File: config.mk
export PLATFORM = sky130hd
export DESIGN_NAME = craft_test_harness_flat
export DESIGN_NICKNAME = d
export VERILOG_FILES = /design/src/rtl/craft_test_harness_pkg.sv /design/src/rtl/craft_test_harness_if.sv /design/src/rtl/craft_test_harness_crossing_detector.sv /design/src/rtl/craft_test_harness.sv /design/src/flat_wrapper.sv
export SDC_FILE = /design/constraint.sdc
export NUM_CORES = 1
export LEC_CHECK = 0
export BUFFER_PORTS_ARGS = -buffer_cell sky130_fd_sc_hd__buf_4
export CAP_MARGIN = 20
export CORE_MARGIN = 3
export CORE_UTILIZATION = 31
export CTS_CLUSTER_DIAMETER = 40
export CTS_CLUSTER_SIZE = 12
export DETAILED_ROUTE_END_ITERATION = 6
export MAX_ROUTING_LAYER = met4
export PLACE_DENSITY = 0.58
export SLEW_MARGIN = 5
export SYNTH_ARGS = -nofsm -noshare
export SYNTH_HDL_FRONTEND = slang
export SYNTH_SLANG_ARGS = --single-unit
File: constraint.sdc
create_clock -name clock -period 2.02 [get_ports clock]
set_input_delay 0.303 -clock clock [delete_from_list [all_inputs] [get_ports clock]]
set_output_delay 0.303 -clock clock [all_outputs]
set_load 0.05 [all_outputs]
File: src/rtl/craft_test_harness_pkg.sv
// Shared constants and types for the ADC zero-crossing bring-up harness.
package craft_harness_pkg;

  localparam int         DATA_W        = 12;
  localparam int         HYST          = 16;
  localparam int         NUM_CROSSINGS = 4;
  localparam int         MIN_GAP       = 8;
  localparam logic [7:0] BIAS_CODE     = 8'h80;

  // One extra bit so the difference of two unsigned codes never overflows.
  typedef logic signed [DATA_W:0] diff_t;

  typedef enum logic {
    NEG = 1'b0,
    POS = 1'b1
  } cmp_state_e;

endpackage

File: src/rtl/craft_test_harness_if.sv
// Stimulus/result bundle between the bring-up driver and the harness.
interface craft_test_harness_if;
  import craft_harness_pkg::*;

  logic              io_core_reset;
  logic              io_dsp_reset;
  logic              io_adcclkreset;
  logic [DATA_W-1:0] io_ADCINP;
  logic [DATA_W-1:0] io_ADCINM;
  logic [7:0]        io_ADCBIAS;
  logic              io_success;

  modport master (
    output io_core_reset, io_dsp_reset, io_adcclkreset, io_ADCINP, io_ADCINM,
    input  io_ADCBIAS, io_success
  );

  modport slave (
    input  io_core_reset, io_dsp_reset, io_adcclkreset, io_ADCINP, io_ADCINM,
    output io_ADCBIAS, io_success
  );

endinterface

File: src/rtl/craft_test_harness_crossing_detector.sv
// Hysteresis comparator plus rising-edge detect with a minimum-spacing filter;
// emits a one-cycle pulse for every accepted rising crossing.
module crossing_detector
  import craft_harness_pkg::*;
(
  input  logic  clock,
  input  logic  reset,
  input  logic  srst_i,
  input  diff_t diff_i,
  output logic  accept_o
);

  localparam diff_t       HYST_POS  = diff_t'(HYST);
  localparam diff_t       HYST_NEG  = diff_t'(-HYST);
  localparam logic [15:0] MIN_GAP_W = 16'(MIN_GAP);

  cmp_state_e  pos_q, pos_d, pos_prev_q;
  logic [15:0] gap_q, gap_d;
  logic        first_q, first_d;
  logic        rise;

  // Exactly +/-HYST sits inside the band and holds the previous decision.
  always_comb begin
    pos_d = pos_q;
    if (diff_i > HYST_POS) begin
      pos_d = POS;
    end else if (diff_i < HYST_NEG) begin
      pos_d = NEG;
    end

    rise     = (pos_q == POS) && (pos_prev_q == NEG);
    accept_o = rise && (!first_q || (gap_q >= MIN_GAP_W));
    first_d  = first_q | accept_o;

    gap_d = gap_q;
    if (accept_o) begin
      gap_d = '0;
    end else if (gap_q != 16'hFFFF) begin
      gap_d = gap_q + 16'd1;
    end
  end

  always_ff @(posedge clock or posedge reset) begin
    if (reset) begin
      pos_q      <= NEG;
      pos_prev_q <= NEG;
      gap_q      <= '0;
      first_q    <= 1'b0;
    end else if (srst_i) begin
      pos_q      <= NEG;
      pos_prev_q <= NEG;
      gap_q      <= '0;
      first_q    <= 1'b0;
    end else begin
      pos_q      <= pos_d;
      pos_prev_q <= pos_q;
      gap_q      <= gap_d;
      first_q    <= first_d;
    end
  end

endmodule

File: src/rtl/craft_test_harness.sv
// Bring-up harness top: registers the differential ADC legs, counts accepted
// rising crossings and raises a sticky success flag.
module craft_test_harness
  import craft_harness_pkg::*;
(
  input  logic                 clock,
  input  logic                 reset,
  craft_test_harness_if.slave  bus
);

  localparam logic [7:0] NUM_W = 8'(NUM_CROSSINGS);

  logic [DATA_W-1:0] inp_q, inm_q;
  logic [7:0]        count_q, count_d;
  logic              success_q, success_d;
  logic              srst;
  logic              accept;
  diff_t             diff;

  // Core, DSP and ADC domains share this clock, so their resets just qualify it.
  assign srst = bus.io_core_reset | bus.io_dsp_reset | bus.io_adcclkreset;
  assign diff = $signed({1'b0, inp_q}) - $signed({1'b0, inm_q});

  assign bus.io_ADCBIAS = BIAS_CODE;
  assign bus.io_success = success_q;

  crossing_detector u_det (
    .clock    (clock),
    .reset    (reset),
    .srst_i   (srst),
    .diff_i   (diff),
    .accept_o (accept)
  );

  always_comb begin
    count_d = count_q;
    if (accept && (count_q < NUM_W)) begin
      count_d = count_q + 8'd1;
    end
    success_d = success_q | (count_q == NUM_W);
  end

  always_ff @(posedge clock or posedge reset) begin
    if (reset) begin
      inp_q     <= '0;
      inm_q     <= '0;
      count_q   <= '0;
      success_q <= 1'b0;
    end else if (srst) begin
      inp_q     <= '0;
      inm_q     <= '0;
      count_q   <= '0;
      success_q <= 1'b0;
    end else begin
      inp_q     <= bus.io_ADCINP;
      inm_q     <= bus.io_ADCINM;
      count_q   <= count_d;
      success_q <= success_d;
    end
  end

endmodule

File: src/flat_wrapper.sv
// flat-port wrapper written by rule: the top's interface ports become plain ports
module craft_test_harness_flat import craft_harness_pkg::*;
  (clock, reset, bus_io_core_reset, bus_io_dsp_reset, bus_io_adcclkreset, bus_io_ADCINP, bus_io_ADCINM, bus_io_ADCBIAS, bus_io_success);
  craft_test_harness_if bus_i ();
  input  logic clock;
  input  logic reset;
  input wire logic [$bits(bus_i.io_core_reset)-1:0] bus_io_core_reset;
  input wire logic [$bits(bus_i.io_dsp_reset)-1:0] bus_io_dsp_reset;
  input wire logic [$bits(bus_i.io_adcclkreset)-1:0] bus_io_adcclkreset;
  input wire logic [$bits(bus_i.io_ADCINP)-1:0] bus_io_ADCINP;
  input wire logic [$bits(bus_i.io_ADCINM)-1:0] bus_io_ADCINM;
  output wire logic [$bits(bus_i.io_ADCBIAS)-1:0] bus_io_ADCBIAS;
  output wire logic [$bits(bus_i.io_success)-1:0] bus_io_success;
  assign bus_i.io_core_reset = bus_io_core_reset;
  assign bus_i.io_dsp_reset = bus_io_dsp_reset;
  assign bus_i.io_adcclkreset = bus_io_adcclkreset;
  assign bus_i.io_ADCINP = bus_io_ADCINP;
  assign bus_i.io_ADCINM = bus_io_ADCINM;
  assign bus_io_ADCBIAS = bus_i.io_ADCBIAS;
  assign bus_io_success = bus_i.io_success;
  craft_test_harness u_core (.clock(clock), .reset(reset), .bus(bus_i));
endmodule
==> out/metrics.cfg, run 1 <==
[run_status]
status = finished with violations
violations = negative setup slack

[cts]
htreeDepth = 2
cts_buffers = 5
clk_latency_ns = 0.30
clock_sinks = 52
clkSlewWorstSetupHoldPaths_ns = 0.10
cts_root_buffer = clkbuf_8
cts_setup_buffers = 0
clk_path_buf_depth = 2
cts_tree = done

[worst_setup_path]
rrSetupSlack_ns = -0.09
ff2ff_path_depth = 8
crit_type = register to register
endpoint_kind = register
cp.required_ns = 2.21
r2r-start = u_core.inp_q[4]$_DFF_PP0_
r2r_end = u_core.u_det.pos_q$_DFFE_PP0P_
arrival_ns = 2.29
crit_chain = ha_1 > a21o_1 > a31o_2 > o211ai_4 > a211o_1 > nand4_1 > nor4_2 > a21oi_1
slowest_stage = dfrtp_1
cp_slowest_stage_delay_ns = 0.38
worstSetupStartpointType = register
crit_fanout = 6

[placed_design]
gp_congestion = 0.804
io_buffers = 29
dp_hpwl_mm = 3.89
post-place-cells = 435

[floorplan]
initial_core_util_pct = 32.1
die_w_um = 102
ios = 38
die_area_mm2 = 0.0103
fp-row-count = 34
die_y_um = 102
core_area_mm2 = 0.00881

[routing]
drtIter0Drc = 81
drt-total-wl_mm = 5.14
postRouteAntennaNets = 0
avgRoutedWirePerCell_um = 11.6
firstDrtPassIters = 4
vias_per_cell = 4.72
vias = 2092
drc = 0

[timing]
fin_crit_ns = 2.11
period_share_pct = 104
worstMarginPinSlew_ns = 0.547
finalMaxSlewViolations = 0
rsz0062_at_grt = true
maxSlewHeadroom_pct = 63.4
fin_skew_ns = 0.00574
fmax_mhz = 475
setup_violations = 1
finalHoldViolations = 0
holdWs_ns = 0.0388
worst_slack_ns = -0.0861

[synthesis]
syn-cell-area_mm2 = 0.00283
yosysWarnings = 0
synth-edff-count = 0
yosys_most_used_dff = dfrtp_1
avgSynthCellArea_um2 = 9.76
synthCells = 290
ys_seq_area_share_pct = 46.0
synth-async-reset-ratio_pct = 100
yosysUniqueCellTypes = 47
ys_ff_latch = 52

[power_and_ir_drop]
ir_drop_v = 0.000344
p_per_area_mw_per_mm2 = 622
finalPower_mw = 2.11
leakagePower_nw = 1.57

[final_layout]
drive_gt1_share_pct = 21.2
nNetsFinal = 380
fin_cells = 443
areaGrowthSynthToFinish_pct = 20.1
antenna-diode-count = 0

[flow_run]
maxCapViolations = 0

[grt]
overflow = 0
grt_pass1_wl_mm = 8.94
grt_pass1_vias = 2060
grt_max_degree = 53
grt_util_all_layers_pct = 10.9
antenna_found_initial = 0

[min_path]
hp-class = primary input to asynchronous set/reset pin

-- registers in the layout (all words and copies together), names as in the netlist --
register                 cells
u_core.u_det.gap_q          16
u_core.inm_q                12
u_core.u_det.pos_q           1
u_core.inp_q                12
u_core.u_det.first_q         1
u_core.bus.io_success        1
u_core.u_det.pos_prev_q      1
u_core.count_q               8
-- where the power goes --
group / switching, mW / internal [mW] / leakage, nW
registers: 0.00630 / 1.05 / 0.720
clock network: 0.354 / 0.374 / 0.0548
logic: 0.184 / 0.141 / 0.792
-- cell families (layout without fill, tap and decap cells) --
logic type	count (synthesis)	count (layout)	share of synthesized area (%)
simple gates	128	128	25.8
buf+inv	34	73	5.84
flops	52	52	46.0
mux	3	3	1.06
other cells	2	8	0.265
compound gates	42	42	9.55
fa+ha+maj	17	17	7.78
xor+xnor	12	12	3.72
-- per-layer routing --
metal	wire (µm)	vias to the layer above	GRT usage, %	share of wire [%]
met4	30	0	2.45	0.58
met5	0	-	-	0
li1	-	1077	-	-
met3	97	4	2.07	1.9
met2	2680	17	19.3	52
met1	2330	994	12.9	45
-- critical path, delay by kind of cell (launching register included) --
kind	cells	cell delay (ns)
adder cells (fa/ha/maj)	1	0.30
AND/OR/NAND/NOR	2	0.41
AO/OA/AOI/OAI	5	0.89
flip-flops	1	0.38
-- cells in the mapped netlist (2+ instances only) --
cell	n	share of area [%]
a21oi_1	12	2.1
nand2b_1	3	0.66
ha_1	16	7.1
and4_4	2	0.80
a21o_1	2	0.53
nand2_1	9	1.2
clkbuf_1	4	0.53
dfrtp_1	52	46
nand4_1	9	2.0
xnor2_1	5	1.5
nor3_1	9	1.6
xor2_1	7	2.2
and4_1	3	0.93
a211o_1	2	0.62
a31oi_1	7	1.5
nand3_1	10	1.8
and2_1	30	6.6
o21ai_0	8	1.4
and3_1	3	0.66
o21a_1	2	0.53
buf_4	8	2.1
mux2i_1	3	1.1
nor2b_1	3	0.66
nor2_1	28	3.7
nor4_1	5	1.1
inv_1	21	2.8
or3_1	5	1.1
o2111ai_1	2	0.62
conb_1	2	0.27
-- layout by cell type (no fill, tap or decap), types with 2 or more instances in the layout --
cell / n
nand4_1: 9
mux2i_1: 3
o21ai_0: 8
o21a_1: 2
nor2b_1: 2
a211o_1: 2
and4_4: 2
xnor2_1: 5
and3_1: 3
a21o_1: 2
dfrtp_1: 52
xor2_1: 7
nor2_1: 28
nand3_1: 10
inv_1: 20
or3_1: 5
a31oi_1: 7
conb_1: 8
nand2b_1: 3
a21oi_1: 12
clkbuf_8: 5
and2_1: 30
buf_4: 43
ha_1: 15
nor4_1: 4
nor3_1: 8
and4_1: 3
nand2_1: 9
-- stage by stage --
| stage | utilization, % | setup WS, ns | setup TNS [ns] | cell area [µm²] |
|---|---|---|---|---|
| after floorplan | - | -0.0370 | -0.0370 | 2860 |
| after global placement | 37.0 | -0.140 | -0.140 | 3250 |
| after detailed placement | 37.0 | -0.173 | -0.173 | 3250 |
| after CTS | 38.4 | -0.0820 | -0.0820 | 3390 |
| after global routing | 38.6 | -0.278 | -0.278 | 3400 |
| final | 38.6 | -0.0861 | -0.0861 | 3400 |
-- timing repair --
item,4_1_cts,5_1_grt
setup endpoints to repair,1,1
hold buffers,0,0
pin swaps,1,0
resized for setup,4,2
gates cloned,0,0
-- final cells by class --
class	instances	area, µm²
multi-input combinational	210	1420
sequential	52	1300
fill	871	5410
inverter	21	78.8
clock buffer	5	68.8
clock inverter	3	46.3
tap	108	135
timing repair buffer	44	343
-- how the worst max path moves through the flow --
stage | start | endpoint | slack (ns) | cells past startpoint
global route | u_core.inp_q[4]$_DFF_PP0_ | u_core.u_det.pos_q$_DFFE_PP0P_ | -0.28 | 8
CTS | u_core.inm_q[1]$_DFF_PP0_ | u_core.u_det.pos_q$_DFFE_PP0P_ | -0.08 | 9
floorplan | u_core.inm_q[0]$_DFF_PP0_ | u_core.u_det.pos_q$_DFFE_PP0P_ | -0.04 | 9
finish | u_core.inp_q[4]$_DFF_PP0_ | u_core.u_det.pos_q$_DFFE_PP0P_ | -0.09 | 8
global placement | u_core.inm_q[0]$_DFF_PP0_ | u_core.u_det.pos_q$_DFFE_PP0P_ | -0.14 | 9
detailed placement | u_core.inm_q[0]$_DFF_PP0_ | u_core.u_det.pos_q$_DFFE_PP0P_ | -0.17 | 9
Power figures use the tool's default switching activity.
==> inputs of run 2 (changes only) <==
--- a/config.mk
+++ b/config.mk
@@ -9,9 +9,10 @@
 export CAP_MARGIN = 20
 export CORE_MARGIN = 3
 export CORE_UTILIZATION = 31
-export CTS_CLUSTER_DIAMETER = 40
+export CTS_CLUSTER_DIAMETER = 100
 export CTS_CLUSTER_SIZE = 12
 export DETAILED_ROUTE_END_ITERATION = 6
+export GPL_TIMING_DRIVEN = 0
 export MAX_ROUTING_LAYER = met4
 export PLACE_DENSITY = 0.58
 export SLEW_MARGIN = 5
==> out/metrics.cfg, run 2 (synthesis gave the netlist of run 1 again) <==
[floorplan]
fp-row-count = 34
die_area_mm2 = 0.0103
initial_core_util_pct = 32.1
core_area_mm2 = 0.00881
die_w_um = 102
ios = 38
die_y_um = 102

[timing]
setup_violations = 1
finalHoldViolations = 0
fin_crit_ns = 2.21
worstMarginPinSlew_ns = 0.570
fmax_mhz = 453
finalMaxSlewViolations = 0
maxSlewHeadroom_pct = 61.7
rsz0062_at_grt = true
period_share_pct = 109
finalSetupTns_ns = -0.187
fin_skew_ns = 0.00857
worst_slack_ns = -0.187

[placed_design]
dp_hpwl_mm = 4.14
placed_area_mm2 = 0.00323
io_buffers = 29
gp_congestion = 0.837

[min_path]
hold_start = bus_io_ADCINP[1]
min_path_cells = 2
hp-class = primary input to register
hold_path_end = u_core.inp_q[1]$_DFF_PP0_

[worst_setup_path]
r2r-start = u_core.inm_q[4]$_DFF_PP0_
cp_slowest_stage_delay_ns = 0.37
cp.required_ns = 2.26
critPathBufInv = 2
critPathTopFamily = compound AO/OA/AOI/OAI gates
r2r_end = u_core.u_det.pos_q$_DFFE_PP0P_
crit_chain = inv_1 > ha_2 > a21o_1 > a31o_2 > o211ai_4 > buf_4 > nand4_1 > nand4_1 > nand4_1 > a21oi_1
timing.critical_path.mode_cell = nand4_1
crit_start = u_core.inm_q[4]$_DFF_PP0_
slowest_stage = dfrtp_1
crit_type = register to register
arrival_ns = 2.45
rrSetupSlack_ns = -0.19
ff2ff_path_depth = 10
endpoint_kind = register
crit_fanout = 6
worstSetupStartpointType = register

[grt]
grt_pass1_vias = 2047
antenna_found_initial = 0
grt_max_degree = 35
grt_util_all_layers_pct = 11.4
met1_usage_pct = 13.5
overflow = 0
busiest_layer = met2
grt_util_met3_pct = 1.86
grt_pass1_wl_mm = 9.20
grt_use_met2_pct = 19.8

[cts]
htreeDepth = 2
clkSlewWorstSetupHoldPaths_ns = 0.10
cts_root_buffer = clkbuf_8
clk_path_buf_depth = 2
clk_latency_ns = 0.30
clock_sinks = 52
cts_tree = done
cts_buffers = 5

[final_layout]
nNetsFinal = 383
antenna-diode-count = 0
top_register = u_core.u_det.gap_q
multiInputGateArea_mm2 = 0.00148
areaGrowthSynthToFinish_pct = 22.4
fillCellCount = 853
fin_util_pct = 39.3
mostFrequentLayoutCell = dfrtp_1
reg_top3 = u_core.u_det.gap_q (16), u_core.inm_q (12), u_core.inp_q (12)
finalInstanceArea_mm2 = 0.00346
drive_gt1_share_pct = 22.8
regArea_mm2 = 0.00130
largest_register_ffs = 16
final_cell_mix = dfrtp_1, buf_4, and2_1

[routing]
firstDrtPassIters = 4
postRouteAntennaNets = 0
vias = 2150
drc = 0
vias_per_cell = 4.82
drt-total-wl_mm = 5.64
avgRoutedWirePerCell_um = 12.6
drtIter0Drc = 54

[run_status]
violations = negative setup slack
status = finished with violations

[flow_run]
maxCapViolations = 0

[power_and_ir_drop]
leakagePower_nw = 1.58
p_per_area_mw_per_mm2 = 622
finalPower_mw = 2.15
ir_drop_v = 0.000280

-- run 2: layer usage --
layer / vias to the layer above / part of all wire (%)
met4: 0 / 1.2
met1: 1033 / 43
met5: - / 0
li1: 1083 / -
met3: 7 / 2.3
met2: 27 / 54
-- run 2: worst max-delay path by stage --
stage / endpoint / cells after the start
floorplan: u_core.u_det.pos_q$_DFFE_PP0P_ / 9
global placement: u_core.u_det.pos_q$_DFFE_PP0P_ / 9
detailed placement: u_core.u_det.pos_q$_DFFE_PP0P_ / 9
CTS: u_core.u_det.pos_q$_DFFE_PP0P_ / 9
global route: u_core.u_det.pos_q$_DFFE_PP0P_ / 9
finish: u_core.u_det.pos_q$_DFFE_PP0P_ / 10
-- run 2: what timing repair did --
item / CTS / global route
hold buffers: 1 / 0
pin swaps: 2 / 11
endpoints found under the setup margin: 1 / 2
endpoints found under the hold margin: 18 / 0
resized for setup: 5 / 12
setup buffers: 1 / 2
-- run 2: metrics by stage --
step,setup slack (ns),hold WS (ns),instances
2_1_floorplan,-0.0370,0.432,296
3_3_place_gp,-0.263,0.465,433
3_5_place_dp,-0.313,0.335,434
4_1_cts,-0.213,0.188,444
5_1_grt,-0.317,0.196,446
6_report,-0.187,0.197,446
-- run 2: cell type report --
class	count	area share, %
Multi-Input combinational cell	210	42.6
Tap cell	108	3.90
Clock buffer	5	1.99
Sequential cell	52	37.6
Inverter	21	2.28
Timing Repair Buffer	34	7.81
Clock inverter	3	1.34
Buffer	13	2.49
-- run 2: power by group --
part	internal, mW	total (mW)	switching (mW)
Clock	0.373	0.722	0.349
Combinational	0.163	0.369	0.206
Sequential	1.05	1.06	0.00620
-- run 2: worst register-to-register path, cell delays in order, from the launching register on --
cell      delay [ns]
dfrtp_1         0.37
inv_1           0.06
ha_2            0.31
a21o_1          0.21
a31o_2          0.25
o211ai_4        0.24
buf_4           0.17
nand4_1         0.11
nand4_1         0.20
nand4_1         0.11
a21oi_1         0.13
